--- src/rtl/ultrasonic_scanner.sv ---
// ultrasonic_scanner: round-robin multi-channel ultrasonic ranging sequencer.
// Ports: clk, reset (async, active-high), enable (run/halt after current slot),
//   echo[N_CH] raw echo lines, trigger[N_CH] trigger pulses, dist_cm[16*N_CH]
//   latest distance per channel, timeout[N_CH] last-measurement timeout flags,
//   valid/valid_ch update strobe and its channel, busy (FSM not idle).
// Build option ULTRASONIC_RAW_DEBUG_EN adds raw_count[CNT_W*N_CH], the last
//   latched echo count per channel.
module ultrasonic_scanner #(
  parameter int N_CH = 4,
  parameter int TRIG_CYCLES = 120,
  parameter int SLOT_CYCLES = 750_000,
  parameter int TIMEOUT_CYCLES = 360_000,
  parameter int CM_DIV = 696,
  parameter int CNT_W = 24
) (
  input  logic clk,
  input  logic reset,
  input  logic enable,
  input  logic [N_CH-1:0] echo,
  output logic [N_CH-1:0] trigger,
  output logic [16*N_CH-1:0] dist_cm,
  output logic [N_CH-1:0] timeout,
  output logic valid,
  output logic [2:0] valid_ch,
`ifdef ULTRASONIC_RAW_DEBUG_EN
  output logic [CNT_W*N_CH-1:0] raw_count,
`endif
  output logic busy
);
  localparam int SLOT_W = $clog2(SLOT_CYCLES + 1);
  localparam logic [2:0] IDLE = 3'd0, TRIG = 3'd1, WAIT_RISE = 3'd2, MEASURE = 3'd3, DIVIDE = 3'd4, GAP = 3'd5;
  logic [2:0] state, ch, nxt_ch;
  logic [N_CH-1:0] echo_m, echo_s, echo_d, sel, nxt_sel;
  logic [SLOT_W-1:0] slot_cnt;
  logic [CNT_W-1:0] cnt, quo;
  logic rise, fall, to_hit, div_done, fin;
  logic [15:0] quo_sat;
  // echo_m/echo_s form the synchronizer; echo_d only delays echo_s for edge detection
  always_ff @(posedge clk or posedge reset)
    if (reset) begin
      echo_m <= '0;
      echo_s <= '0;
      echo_d <= '0;
    end else begin
      echo_m <= echo;
      echo_s <= echo_m;
      echo_d <= echo_s;
    end
  // cnt doubles as rise-wait counter, echo-width counter and division remainder
  always_comb begin
    sel = N_CH'(1) << ch;
    nxt_ch = (ch == 3'(N_CH - 1)) ? 3'd0 : ch + 3'd1;
    nxt_sel = N_CH'(1) << nxt_ch;
    rise = |(sel & echo_s & ~echo_d);
    fall = |(sel & ~echo_s & echo_d);
    to_hit = (state == WAIT_RISE && !rise && cnt == CNT_W'(TIMEOUT_CYCLES - 1)) ||
             (state == MEASURE && cnt == CNT_W'(TIMEOUT_CYCLES));
    div_done = state == DIVIDE && cnt < CNT_W'(CM_DIV);
    fin = to_hit || div_done;
    quo_sat = (32'(quo) > 32'hFFFE) ? 16'hFFFE : 16'(quo);
  end
  assign busy = state != IDLE;
  always_ff @(posedge clk or posedge reset)
    if (reset) begin
      state <= IDLE;
      ch <= '0;
      slot_cnt <= '0;
      cnt <= '0;
      quo <= '0;
      trigger <= '0;
      dist_cm <= '0;
      timeout <= '0;
      valid <= 1'b0;
      valid_ch <= '0;
    end else begin
      valid <= fin;
      if (state != IDLE) slot_cnt <= slot_cnt + 1'b1;
      if (fin) begin
        valid_ch <= ch;
        state <= GAP;
        for (int k = 0; k < N_CH; k++)
          if (sel[k]) begin
            dist_cm[16*k +: 16] <= to_hit ? 16'hFFFF : quo_sat;
            timeout[k] <= to_hit;
          end
      end
      case (state)
        IDLE: if (enable) begin
          state <= TRIG;
          slot_cnt <= '0;
          trigger <= sel;
        end
        TRIG: if (slot_cnt == SLOT_W'(TRIG_CYCLES - 1)) begin
          state <= WAIT_RISE;
          trigger <= '0;
          cnt <= '0;
        end
        WAIT_RISE: begin
          cnt <= rise ? '0 : cnt + 1'b1;
          if (rise) state <= MEASURE;
        end
        // cnt lags the high time by one, so cnt+1 at the fall is the full width
        MEASURE: begin
          cnt <= cnt + 1'b1;
          if (fall && !to_hit) begin
            state <= DIVIDE;
            quo <= '0;
          end
        end
        DIVIDE: if (!div_done) begin
          cnt <= cnt - CNT_W'(CM_DIV);
          quo <= quo + 1'b1;
        end
        GAP: if (slot_cnt >= SLOT_W'(SLOT_CYCLES - 1)) begin
          ch <= nxt_ch;
          slot_cnt <= '0;
          state <= enable ? TRIG : IDLE;
          trigger <= enable ? nxt_sel : '0;
        end
        default: state <= IDLE;
      endcase
    end
`ifdef ULTRASONIC_RAW_DEBUG_EN
  logic [CNT_W-1:0] raw_lat;
  always_ff @(posedge clk or posedge reset)
    if (reset) begin
      raw_lat <= '0;
      raw_count <= '0;
    end else begin
      if (state == MEASURE && fall) raw_lat <= cnt + 1'b1;
      if (fin)
        for (int k = 0; k < N_CH; k++)
          if (sel[k]) raw_count[CNT_W*k +: CNT_W] <= to_hit ? CNT_W'(TIMEOUT_CYCLES) : raw_lat;
    end
`endif
endmodule

--- config.mk ---
export PLATFORM = sky130hd
export DESIGN_NAME = ultrasonic_scanner
export DESIGN_NICKNAME = d
export VERILOG_FILES = /design/src/rtl/ultrasonic_scanner.sv
export SDC_FILE = /design/constraint.sdc
export NUM_CORES = 1
export LEC_CHECK = 0
export ABC_AREA = 1
export CAP_MARGIN = 20
export CELL_PAD_IN_SITES_DETAIL_PLACEMENT = 0
export CELL_PAD_IN_SITES_GLOBAL_PLACEMENT = 1
export CORE_MARGIN = 3
export CORE_UTILIZATION = 46
export CTS_CLUSTER_DIAMETER = 150
export CTS_CLUSTER_SIZE = 8
export DETAILED_ROUTE_END_ITERATION = 8
export PLACE_DENSITY_LB_ADDON = 0.1
export RECOVER_POWER = 100
export SETUP_SLACK_MARGIN = 0.5
export SLEW_MARGIN = 20
export SYNTH_ARGS = -nofsm -noshare
export SYNTH_HDL_FRONTEND = slang
export SYNTH_SLANG_ARGS = --single-unit
--- constraint.sdc ---
create_clock -name clk -period 10.75 [get_ports clk]
set_clock_uncertainty 0.1 [all_clocks]
set_input_delay 2.15 -clock clk [delete_from_list [all_inputs] [get_ports clk]]
set_output_delay 2.15 -clock clk [all_outputs]
set_load 0.05 [all_outputs]
=== After elaboration in Yosys (flattened, before gate mapping) ===
Cells that the tools add are included.

* Magnitude comparators: 3
* Bitwise gates (word level): 6
* Equality and inequality tests: 14
* Shift operators: 2
* Reductions and logical operators: 24
* Add/subtract/negate cells: 5
* Mux-type cells: 27

{| class="wikitable"
|+ Operators with widths
! cell !! count
|-
| $mux 24 || 5
|-
| $pmux 24 s4 || 1
|-
| $mux 20 || 3
|-
| $add 24x1->24 const B || 2
|-
| $eq 24x19->1 const B || 2
|-
| $pmux 24 s2 || 1
|-
| $pmux 20 s2 || 1
|-
| $mux 16 || 2
|-
| $gt 24x16->1 const B || 1
|-
| $lt 24x10->1 const B || 1
|-
| $sub 24x10->24 const B || 1
|-
| $mux 3 || 7
|-
| $add 20x1->20 const B || 1
|-
| $eq 20x7->1 const B || 1
|-
| $ge 20x20->1 const B || 1
|-
| $pmux 3 s6 || 1
|-
| $and 4x4->4 || 4
|-
| $mux 4 || 4
|-
| $pmux 4 s3 || 1
|-
| $reduce_and 2->1 || 5
|-
| $eq 3x2->1 const B || 3
|-
| $ne 2x2->1 const B || 4
|-
| $not 4->4 || 2
|-
| $reduce_or 4->1 || 2
|-
| 15 further kinds || 25
|}

* Logic and storage cells: 100
* Output and inout port bits: 77
* Bits in registers: 162

=== Longest topological paths before layout ===
* Depth in word-level cells: 12
* Mapped depth: 13

=== Worst setup path after synthesis ===
OpenSTA, ideal clock, no wires.

* Path kind: reg2out
* From: reg state[1]
* To: out busy
* Slack: 7.688 ns
* Path buffers: 0
* Arrival: 0.812 ns
* Stages on the path, launching flop included: 3
* Path through: dfrtp_1 nor2_1 nand2_2

* Cells in the longest elaborated chain, start to end: 1

{| class="wikitable"
|+ Ends and longest elaborated chain
! what !! RTL line !! RTL
|-
| start, declared || 32 || <nowiki>logic [2:0] state, ch, nxt_ch;</nowiki>
|-
| start signal, assigned || 117 || <nowiki>state <= enable ? TRIG : IDLE;</nowiki>
|-
| $reduce_bool 3->1 || 62 || <nowiki>assign busy = state != IDLE;</nowiki>
|-
| end, declared || 28 || <nowiki>output logic busy</nowiki>
|}

Every way passes these cells.

=== Worst setup path after layout ===
* From: reg ch[0]
* To: reg dist_cm[62]

* Cells in the longest elaborated chain, start to end: 10
* Elaborated cells on any way between the ends: 11
* Those cells by class: shift (1); mux (1); bitwise (2); reduce/logical (7)

{| class="wikitable"
|+ Ends and longest elaborated chain
! what !! RTL line !! RTL
|-
| start, declared || 32 ||
|-
| start signal, assigned || 115 || <nowiki>ch <= nxt_ch;</nowiki>
|-
| $shl 1x3->4 * || 51 || <nowiki>sel = N_CH'(1) << ch;</nowiki>
|-
| $and 4x4->4 (2 in a row) || 54 || <nowiki>rise = |(sel & echo_s & ~echo_d);</nowiki>
|-
| $reduce_or 4->1 || 54 ||
|-
| $logic_not 1->1 || 56 || <nowiki>to_hit = (state == WAIT_RISE && !rise && cnt == CNT_W'(TIMEOUT_CYCLES - 1)) ||</nowiki>
|-
| $logic_and 1x1->1 (2 in a row) || 56 ||
|-
| $logic_or 1x1->1 || 56 ||
|-
| $logic_or 1x1->1 || 59 || <nowiki>fin = to_hit || div_done;</nowiki>
|-
| $reduce_and 2->1 (no line) || - ||
|-
| end signal, assigned by index || 83 || <nowiki>dist_cm[16*k +: 16] <= to_hit ? 16'hFFFF : quo_sat;</nowiki>
|-
| end, declared || 21 || <nowiki>output logic [16*N_CH-1:0] dist_cm,</nowiki>
|}

Every way passes the cells marked *; elsewhere a longest branch is shown, timed or not.
A chain may end at the register's enable or synchronous reset.

==> metrics.txt <==
Fill cells 2,063; Die Wd 151 um; Clock Tree Buf Depth 2; setup repair bufs after CTS 0; Avg WL per Cell 16.1 um; setup ws final 4.49 ns; synth top area cells dfrtp_1 42%, nand2_1 18%, nand3_1 10%, nor2_1 6.6%, inv_1 3.9%; Non-Filler Instances 1,727; CP Data Required Time 11.01 ns; Worst Max-Slew Pin Slew 4.69 ns; Synth Instances 1,382; failing checks max-capacitance violations, max-slew violations; R2R setup slack 4.49 ns; yosys warns 0; # rows 52; Avg Cell Area, Syn 7.00 um^2; core area 20,400 um^2; # diodes 0; Die Area 22,800 um^2; Reg clk slew, reported paths 0.07 ns; sequential share of the synthesized area 0.419; vias in the first global route 8,498; H-tree Lvls 4; grt total ovfl 0; area of the mapped netlist 9670 um^2; final wirelength 27,900 um; post-DR vias/cell 5.32; gp weighted congestion 0.868; setup_tns 0 ns; # setup viols final 0; initial antenna violation count 0; clk sink count 162; Syn Nets 1,399; Util after Layout 0.544; Die H 151 um; Place WS 6.40 ns; Tot GR Track Use 0.251; Final Hold Viols 0; status finished with violations; PwrDens 125 nW/um^2; # hold bufs at CTS 0; clk root buf clkbuf_16; Yosys reg bits 162; Critical Path Start Type flop; Final Total Pwr 1.39 mW; CTS tree yes; leakage 5.81 nW; Peak VDD IR 114 uV; clk_lat worst skew 0.43 ns; crit path DAT 6.51 ns; Starting DRT DRC Count 761; achievable frequency 0.160 GHz; share of post-route cells with drive strength above 1 0.0474; io pins 84; Worst Setup End Kind flop; final max-slew violation count 202; total number of vias 9,180; largest net degree at the start of global routing 106; dpl cells 1,695; area leader, netlist dfrtp_1; Rel. slew slack -2.14; CP Max Fanout 71; dpl hpwl 20,000 um; asr flop ratio synth 1.00; Layout area overhead 14.9%; DRC Markers 0; starting density of the core 0.473; 1st-pass router iterations 5; Hold WC Path Type flop to flop; first-pass GRT wire length 45,200 um; post-synth cell types 36; fin crit share 0.582; Synth Flop Type dfrtp_1; post-cts resize count 0; Port Buffers 83; Post-synth EDFFs 0; fin nets 1,461; top cell type's share of synthesized area 0.419; Max Cap Viol 3; critical path class flop to flop; Period minus WS final 6.26 ns; RSZ-0062 raised after global routing false; Antenna Nets Post-Route 0; Num CTS Buffers 17
stage by stage:
stage / instance area [um^2] / hold WS (ns)
after global placement: 10600 / 0.233
after floorplan: 9670 / 0.231
after CTS: 11200 / 0.254
after detailed placement: 10600 / 0.237
final: 11100 / 0.252
after global routing: 11100 / 0.260
registers in the layout, summed over array words and instances (netlist names), 4 cells and up:
name,flops
dist_cm,64
echo_m,4
quo,24
echo_s,4
timeout,4
trigger,4
cnt,24
slot_cnt,20
echo_d,4
final cells by class:
| type | instances | area, um^2 | share of cell area |
|---|---|---|---|
| clock buffer | 17 | 425 | 0.0383 |
| multi-input combinational | 1056 | 4830 | 0.434 |
| sequential | 162 | 4050 | 0.365 |
| inverter | 120 | 452 | 0.0406 |
| tap | 270 | 338 | 0.0304 |
| timing repair buffer | 87 | 861 | 0.0774 |
| clock inverter | 15 | 159 | 0.0143 |
kinds of logic (layout without fill, tap and decap cells):
| family | Yosys count | after routing | synth area share |
|---|---|---|---|
| buffers and inverters | 164 | 239 | 0.0746 |
| adders and majority gates | 10 | 10 | 0.0129 |
| and+or+nand+nor | 935 | 935 | 0.419 |
| xor gates and xnor gates | 39 | 39 | 0.0353 |
| AOI/OAI and AO/OA | 72 | 72 | 0.0392 |
| DFF | 162 | 162 | 0.419 |
final timing paths:
check                      depth (start not counted)      start           to
setup / recovery                                  12      ch[0]  dist_cm[62]
max in group asynchronous                          3      reset  dist_cm[46]
min in group asynchronous                          2      reset   dist_cm[6]
setup reg to reg                                  12      ch[0]  dist_cm[62]
hold reg to reg                                    0  echo_m[1]    echo_s[1]
hold / removal                                     0  echo_m[1]    echo_s[1]
cells in the mapped netlist (4+ instances only):
cell / number
xor2_1: 30
a21oi_1: 13
nand4_1: 35
nand2_1: 466
nor3_1: 28
ha_1: 10
nand2_2: 9
o22ai_1: 10
buf_4: 4
o21ai_1: 11
inv_1: 100
clkbuf_1: 10
buf_2: 24
nor2_2: 8
nand3_1: 197
xnor2_1: 9
inv_2: 17
o21ai_0: 36
and2_1: 5
nor2_4: 5
nor2_1: 170
dfrtp_1: 162
per-layer routing:
layer  vias to the layer above  wire [um]  part of all wire  GRT usage
met2                       269      12400              0.44      0.384
met3                        23       1810             0.065     0.0416
li1                       4570          -                 -          -
met4                         0        339             0.012     0.0585
met5                         -          0                 0          0
met1                      4318      13300              0.48      0.375
power by group:
part	internal [mW]	total (mW)	leakage, nW	switching, mW
sequential	0.635	0.666	2.18	0.0305
combinational	0.0385	0.121	3.35	0.0830
clock	0.313	0.607	0.284	0.294
total	0.987	1.39	5.81	0.407
cells in the final DEF (no fill, tap or decap), types with 2 or more instances in the layout:
| cell | synthesis | final |
|---|---|---|
| buf_4 | 4 | 4 |
| dlygate4sd3_1 | 0 | 83 |
| inv_1 | 100 | 102 |
| nor2_1 | 170 | 173 |
| nand3_1 | 197 | 198 |
| or2_2 | 2 | 2 |
| nand2_2 | 9 | 5 |
| nor3_1 | 28 | 28 |
| clkinv_4 | 0 | 2 |
| nand4_1 | 35 | 36 |
| a21oi_1 | 13 | 13 |
| inv_2 | 17 | 13 |
| nor2_4 | 5 | 3 |
| xnor2_1 | 9 | 9 |
| clkinv_1 | 3 | 4 |
| nor4_1 | 2 | 2 |
| nor2_2 | 8 | 7 |
| o21ai_0 | 36 | 44 |
| xor2_1 | 30 | 30 |
| nand2_1 | 466 | 473 |
| and2_1 | 5 | 5 |
| ha_1 | 10 | 10 |
| o21ai_1 | 11 | 3 |
| o22ai_1 | 10 | 10 |
| clkbuf_16 | 0 | 17 |
| inv_8 | 0 | 9 |
| clkinvlp_4 | 0 | 2 |
| dfrtp_1 | 162 | 162 |
worst max-delay path, stage by stage, from the launching register on:
cell and delay (ns):
dfrtp_1 0.43, inv_1 0.13, ha_1 0.21, nand2_1 0.11
nor2_1 0.18, nor2_1 0.12, nand3_1 0.14, nor2_2 0.04
nor2_1 1.27, nand2_1 1.92, nand2_1 1.25, nand2_1 0.14
nand2_1 0.10
Note: power is estimated with default switching activity, not from simulation.
==> patch 1, RTL diff (same flow settings) <==
Add an input register stage for `enable` and `echo`; this delays them by one clock.
--- a/src/rtl/ultrasonic_scanner.sv
+++ b/src/rtl/ultrasonic_scanner.sv
@@ -30,4 +30,13 @@
   localparam int SLOT_W = $clog2(SLOT_CYCLES + 1);
   localparam logic [2:0] IDLE = 3'd0, TRIG = 3'd1, WAIT_RISE = 3'd2, MEASURE = 3'd3, DIVIDE = 3'd4, GAP = 3'd5;
+
+  logic enable_q;
+  logic [N_CH-1:0] echo_q;
+
+  always_ff @(posedge clk) begin
+    enable_q <= enable;
+    echo_q   <= echo;
+  end
+
   logic [2:0] state, ch, nxt_ch;
   logic [N_CH-1:0] echo_m, echo_s, echo_d, sel, nxt_sel;
@@ -43,5 +52,5 @@
       echo_d <= '0;
     end else begin
-      echo_m <= echo;
+      echo_m <= echo_q;
       echo_s <= echo_m;
       echo_d <= echo_s;
@@ -86,5 +95,5 @@
       end
       case (state)
-        IDLE: if (enable) begin
+        IDLE: if (enable_q) begin
           state <= TRIG;
           slot_cnt <= '0;
@@ -115,6 +124,6 @@
           ch <= nxt_ch;
           slot_cnt <= '0;
-          state <= enable ? TRIG : IDLE;
-          trigger <= enable ? nxt_sel : '0;
+          state <= enable_q ? TRIG : IDLE;
+          trigger <= enable_q ? nxt_sel : '0;
         end
         default: state <= IDLE;
Behaviour: not the same (Yosys sat finds a counterexample within 4 cycles, from zero or initial values and one cycle with reset high).
==> patch 1 against the unedited design <==
- core utilization about the same
- the flow still finishes with violations (capacitance limit, slew limit)
- cell area is 0.64% lower
- critical endpoint is now dist_cm[21]$_DFFE_PP0P_
- area after synthesis decreased by 1.2%
- critical path depth is 8 lower
- via count shrank 4.9%
- sequential cell count increased by 5
- worst setup slack better by 0.82 ns
- total power fell by 3.2%
- sequential share of layout area rose by 1.1 points
- routed wire length decreased by 2.2%
==> patch 1: results <==
[grt]
use_met3_pct = 5.18
met1_usage_pct = 35.9
grt_max_degree = 69
grt_usage_pct = 25.0

[route]
drt_wl_total_um = 27200
drt_iter0_drc = 655

[logic_synthesis]
ys_types = 40
yosysSeqAreaShare_pct = 43.5
synth_compound_area_share_pct = 5.17
synth-xor-area-share_pct = 4.13
synth_area_leaders = dfrtp_1, nand2_1, nand3_1
synth_common_cells = nand2_1, dfrtp_1, nor2_1

[worst_setup_path]
path_max_fanout = 62
r2r_end = dist_cm[21]$_DFFE_PP0P_
arrival_ns = 5.86
regToRegSetupSlack_ns = 5.48

[power_and_ir_drop]
leakage_nw = 5.62
peakVddDrop_v = 0.000115

[placed_design]
hpwl_um = 19000
gp_congestion = 0.874

[final_layout]
drive_gt1_share_pct = 5.19
nets = 1411
fill_cells = 2017

[timing]
worst_slew_pin_slew_ns = 2.84
finalMaxSlewViolations = 132

[job]
cap_violations = 2

[outcome]
status = finished, violations left
violations = capacitance limit, slew limit

[worst_hold_path]
min_from = echo_q[2]$_DFF_P_
patch 1: worst max-delay path by stage:
stage / from / to / slack [ns] / cells past startpoint
finish: reset / dist_cm[21]$_DFFE_PP0P_ / 5.32 / 4
global route: reset / echo_d[1]$_DFF_PP0_ / 4.74 / 4
detailed placement: reset / dist_cm[1]$_DFFE_PP0P_ / 6.12 / 4
floorplan: reset / ch[0]$_DFFE_PP0P_ / 4.12 / 1
global placement: reset / dist_cm[21]$_DFFE_PP0P_ / 6.13 / 4
CTS: state[0]$_DFF_PP0_ / busy / 6.50 / 3
patch 1: per-layer routing:
layer	routed length, um	up-vias
met1	13300	4158
met3	1130	22
met5	0	-
met4	305	0
met2	12600	179
li1	-	4370
patch 1: stage by stage:
step / util, % / hold WS, ns / std cells / worst slack (ns) / area, um^2
detailed placement: 51.8 / 0.220 / 1645 / 6.12 / 10500
finish: 54.4 / 0.229 / 1677 / 5.32 / 11000
CTS: 54.6 / 0.231 / 1677 / 6.50 / 11100
floorplan: - / 0.216 / 1327 / 4.12 / 9550
global route: 54.4 / 0.240 / 1677 / 4.74 / 11000
global placement: 51.7 / 0.216 / 1645 / 6.13 / 10500
patch 1: layout make-up:
class                   instances  area [um^2]  area share, %
multi-input cells             997         4630           41.9
flip-flops and latches        167         4150           37.6
clock inverters                15          160           1.45
clock buffers                  17          425           3.85
repair buffers                 90          880           7.96
well taps                     270          338           3.06
inverters                     121          455           4.12
patch 1: report_power, final:
part	switching (mW)	leakage, nW	total (mW)	internal [mW]
clock network	0.300	0.285	0.610	0.310
logic	0.0566	3.07	0.0807	0.0241
registers	0.0163	2.26	0.659	0.643
total	0.373	5.62	1.35	0.977
patch 1: worst max-delay path, cell delays in order:
cell and delay [ns]:
dlygate4sd3_1 0.55, clkinvlp_2 1.61, buf_4 0.85, buf_4 0.60
==> patch 2, RTL diff (config.mk and constraints unchanged) <==
Without the edit above. The parameter `CNT_W` goes from 24 to 36.
--- a/src/rtl/ultrasonic_scanner.sv
+++ b/src/rtl/ultrasonic_scanner.sv
@@ -12,5 +12,5 @@
   parameter int TIMEOUT_CYCLES = 360_000,
   parameter int CM_DIV = 696,
-  parameter int CNT_W = 24
+  parameter int CNT_W = 36
 ) (
   input  logic clk,
Function: no difference found for any inputs over 10 cycles, from zero or initial values and one cycle with reset high; that may be too few to reach the edited logic, so the function may still have changed.
==> patch 2 against the unedited design <==
- the run still ends with capacitance limit, slew limit left
- count of clock-buffer cells in the layout is the same
- first-iteration DRC count is 1.3% higher
- worst setup slack improved by 0.081 ns
- routed wire length grew 7.3%
- cell area increased by 11%
- fmax up 1.3%
- sequential cell count increased by 20
- area after synthesis up 14%
- highest routed layer unchanged
Power is not compared: it rests on default switching activity, and its combinational part moved more than twofold at a synthesized area within 25%.
==> patch 2: results <==
[placed_design]
hpwl_um = 21600
dpl-instance-area_um2 = 12000
dp_slack_ns = 6.32
gp_congestion = 0.869

[final_layout]
reg_top3 = dist_cm (64), cnt (36), quo (32)
nets = 1529

[worst_setup_path]
crit-reg2reg-launch = state[1]$_DFF_PP0_
crit_path_max_incr_delay_ns = 2.66
crit_start = reset
r2r_end = cnt[8]$_DFFE_PP0P_
required_ns = 11.08
crit_path_end = cnt[26]$_DFFE_PP0P_

[route]
drt_iter0_drc = 771
dr.pass1.iters = 7
dr_wl_met3_um = 1180
wl_per_cell_um = 16.2
vias = 9738
met1_length_um = 14000
dr_wl_met2_um = 14400
via_per_inst = 5.28

[job]
cap_violations = 3

[grt]
use_met3_pct = 3.07
grt_usage_pct = 23.5
use_met2_pct = 39.0
grt_pass1_wl_um = 49500
grt_pass1_vias = 9289

[timing]
finalMaxSlewViolations = 200

[logic_synthesis]
syn_area_per_cell_um2 = 7.58
synth_area_leaders = dfrtp_1, nand2_1, nand3_1
synth_common_cells = nand2_1, dfrtp_1, nor2_1
yosysSeqAreaShare_pct = 41.3

[outcome]
status = finished, violations left
violations = capacitance limit, slew limit

[clocking]
clock_latency_ns = 0.45
## patch 2: worst min-delay path by stage
| stage | slack, ns | startpoint | end | depth (start not counted) |
|---|---|---|---|---|
| final | 0.28 | echo_s[0]$_DFF_PP0_ | echo_d[0]$_DFF_PP0_ | 0 |
| after global routing | 0.30 | echo_s[0]$_DFF_PP0_ | echo_d[0]$_DFF_PP0_ | 0 |
| after CTS | 0.28 | echo_s[3]$_DFF_PP0_ | echo_d[3]$_DFF_PP0_ | 0 |
| after detailed placement | 0.28 | echo_s[3]$_DFF_PP0_ | echo_d[3]$_DFF_PP0_ | 0 |
| after global placement | 0.26 | echo_s[3]$_DFF_PP0_ | echo_d[3]$_DFF_PP0_ | 0 |
| after floorplan | 0.23 | echo_m[0]$_DFF_PP0_ | echo_s[0]$_DFF_PP0_ | 0 |
## patch 2: power groups by stage
stage	Combinational [mW]	Sequential, mW	Clock [mW]
final	0.0176	0.688	0.661
after detailed placement	0.0199	0.701	0
after global placement	0.0197	0.701	0
after global routing	0.0208	0.688	0.700
after CTS	0.0200	0.688	0.674
after floorplan	0.0119	0.701	0
## patch 2: worst max-delay path: cells and delay by family
kind | cells | cell delay, ns
buffers and inverters | 3 | 4.28
## patch 2: final cells by class
| cell class | instances | area [um^2] |
|---|---|---|
| Inverter | 124 | 467 |
| Timing Repair Buffer | 87 | 853 |
| Clock buffer | 17 | 425 |
| Tap cell | 319 | 399 |
| Multi-Input combinational cell | 1100 | 5430 |
| Clock inverter | 15 | 204 |
| Fill cell | 2419 | 11200 |
| Sequential cell | 182 | 4550 |
## patch 2: logic make-up after synthesis
kind of cell / Yosys count
muxes: 1
adders and majority gates: 10
AOI/OAI and AO/OA: 221
DFF: 182
buffers and inverters: 174
xor gates and xnor gates: 51
and+or+nand+nor: 817
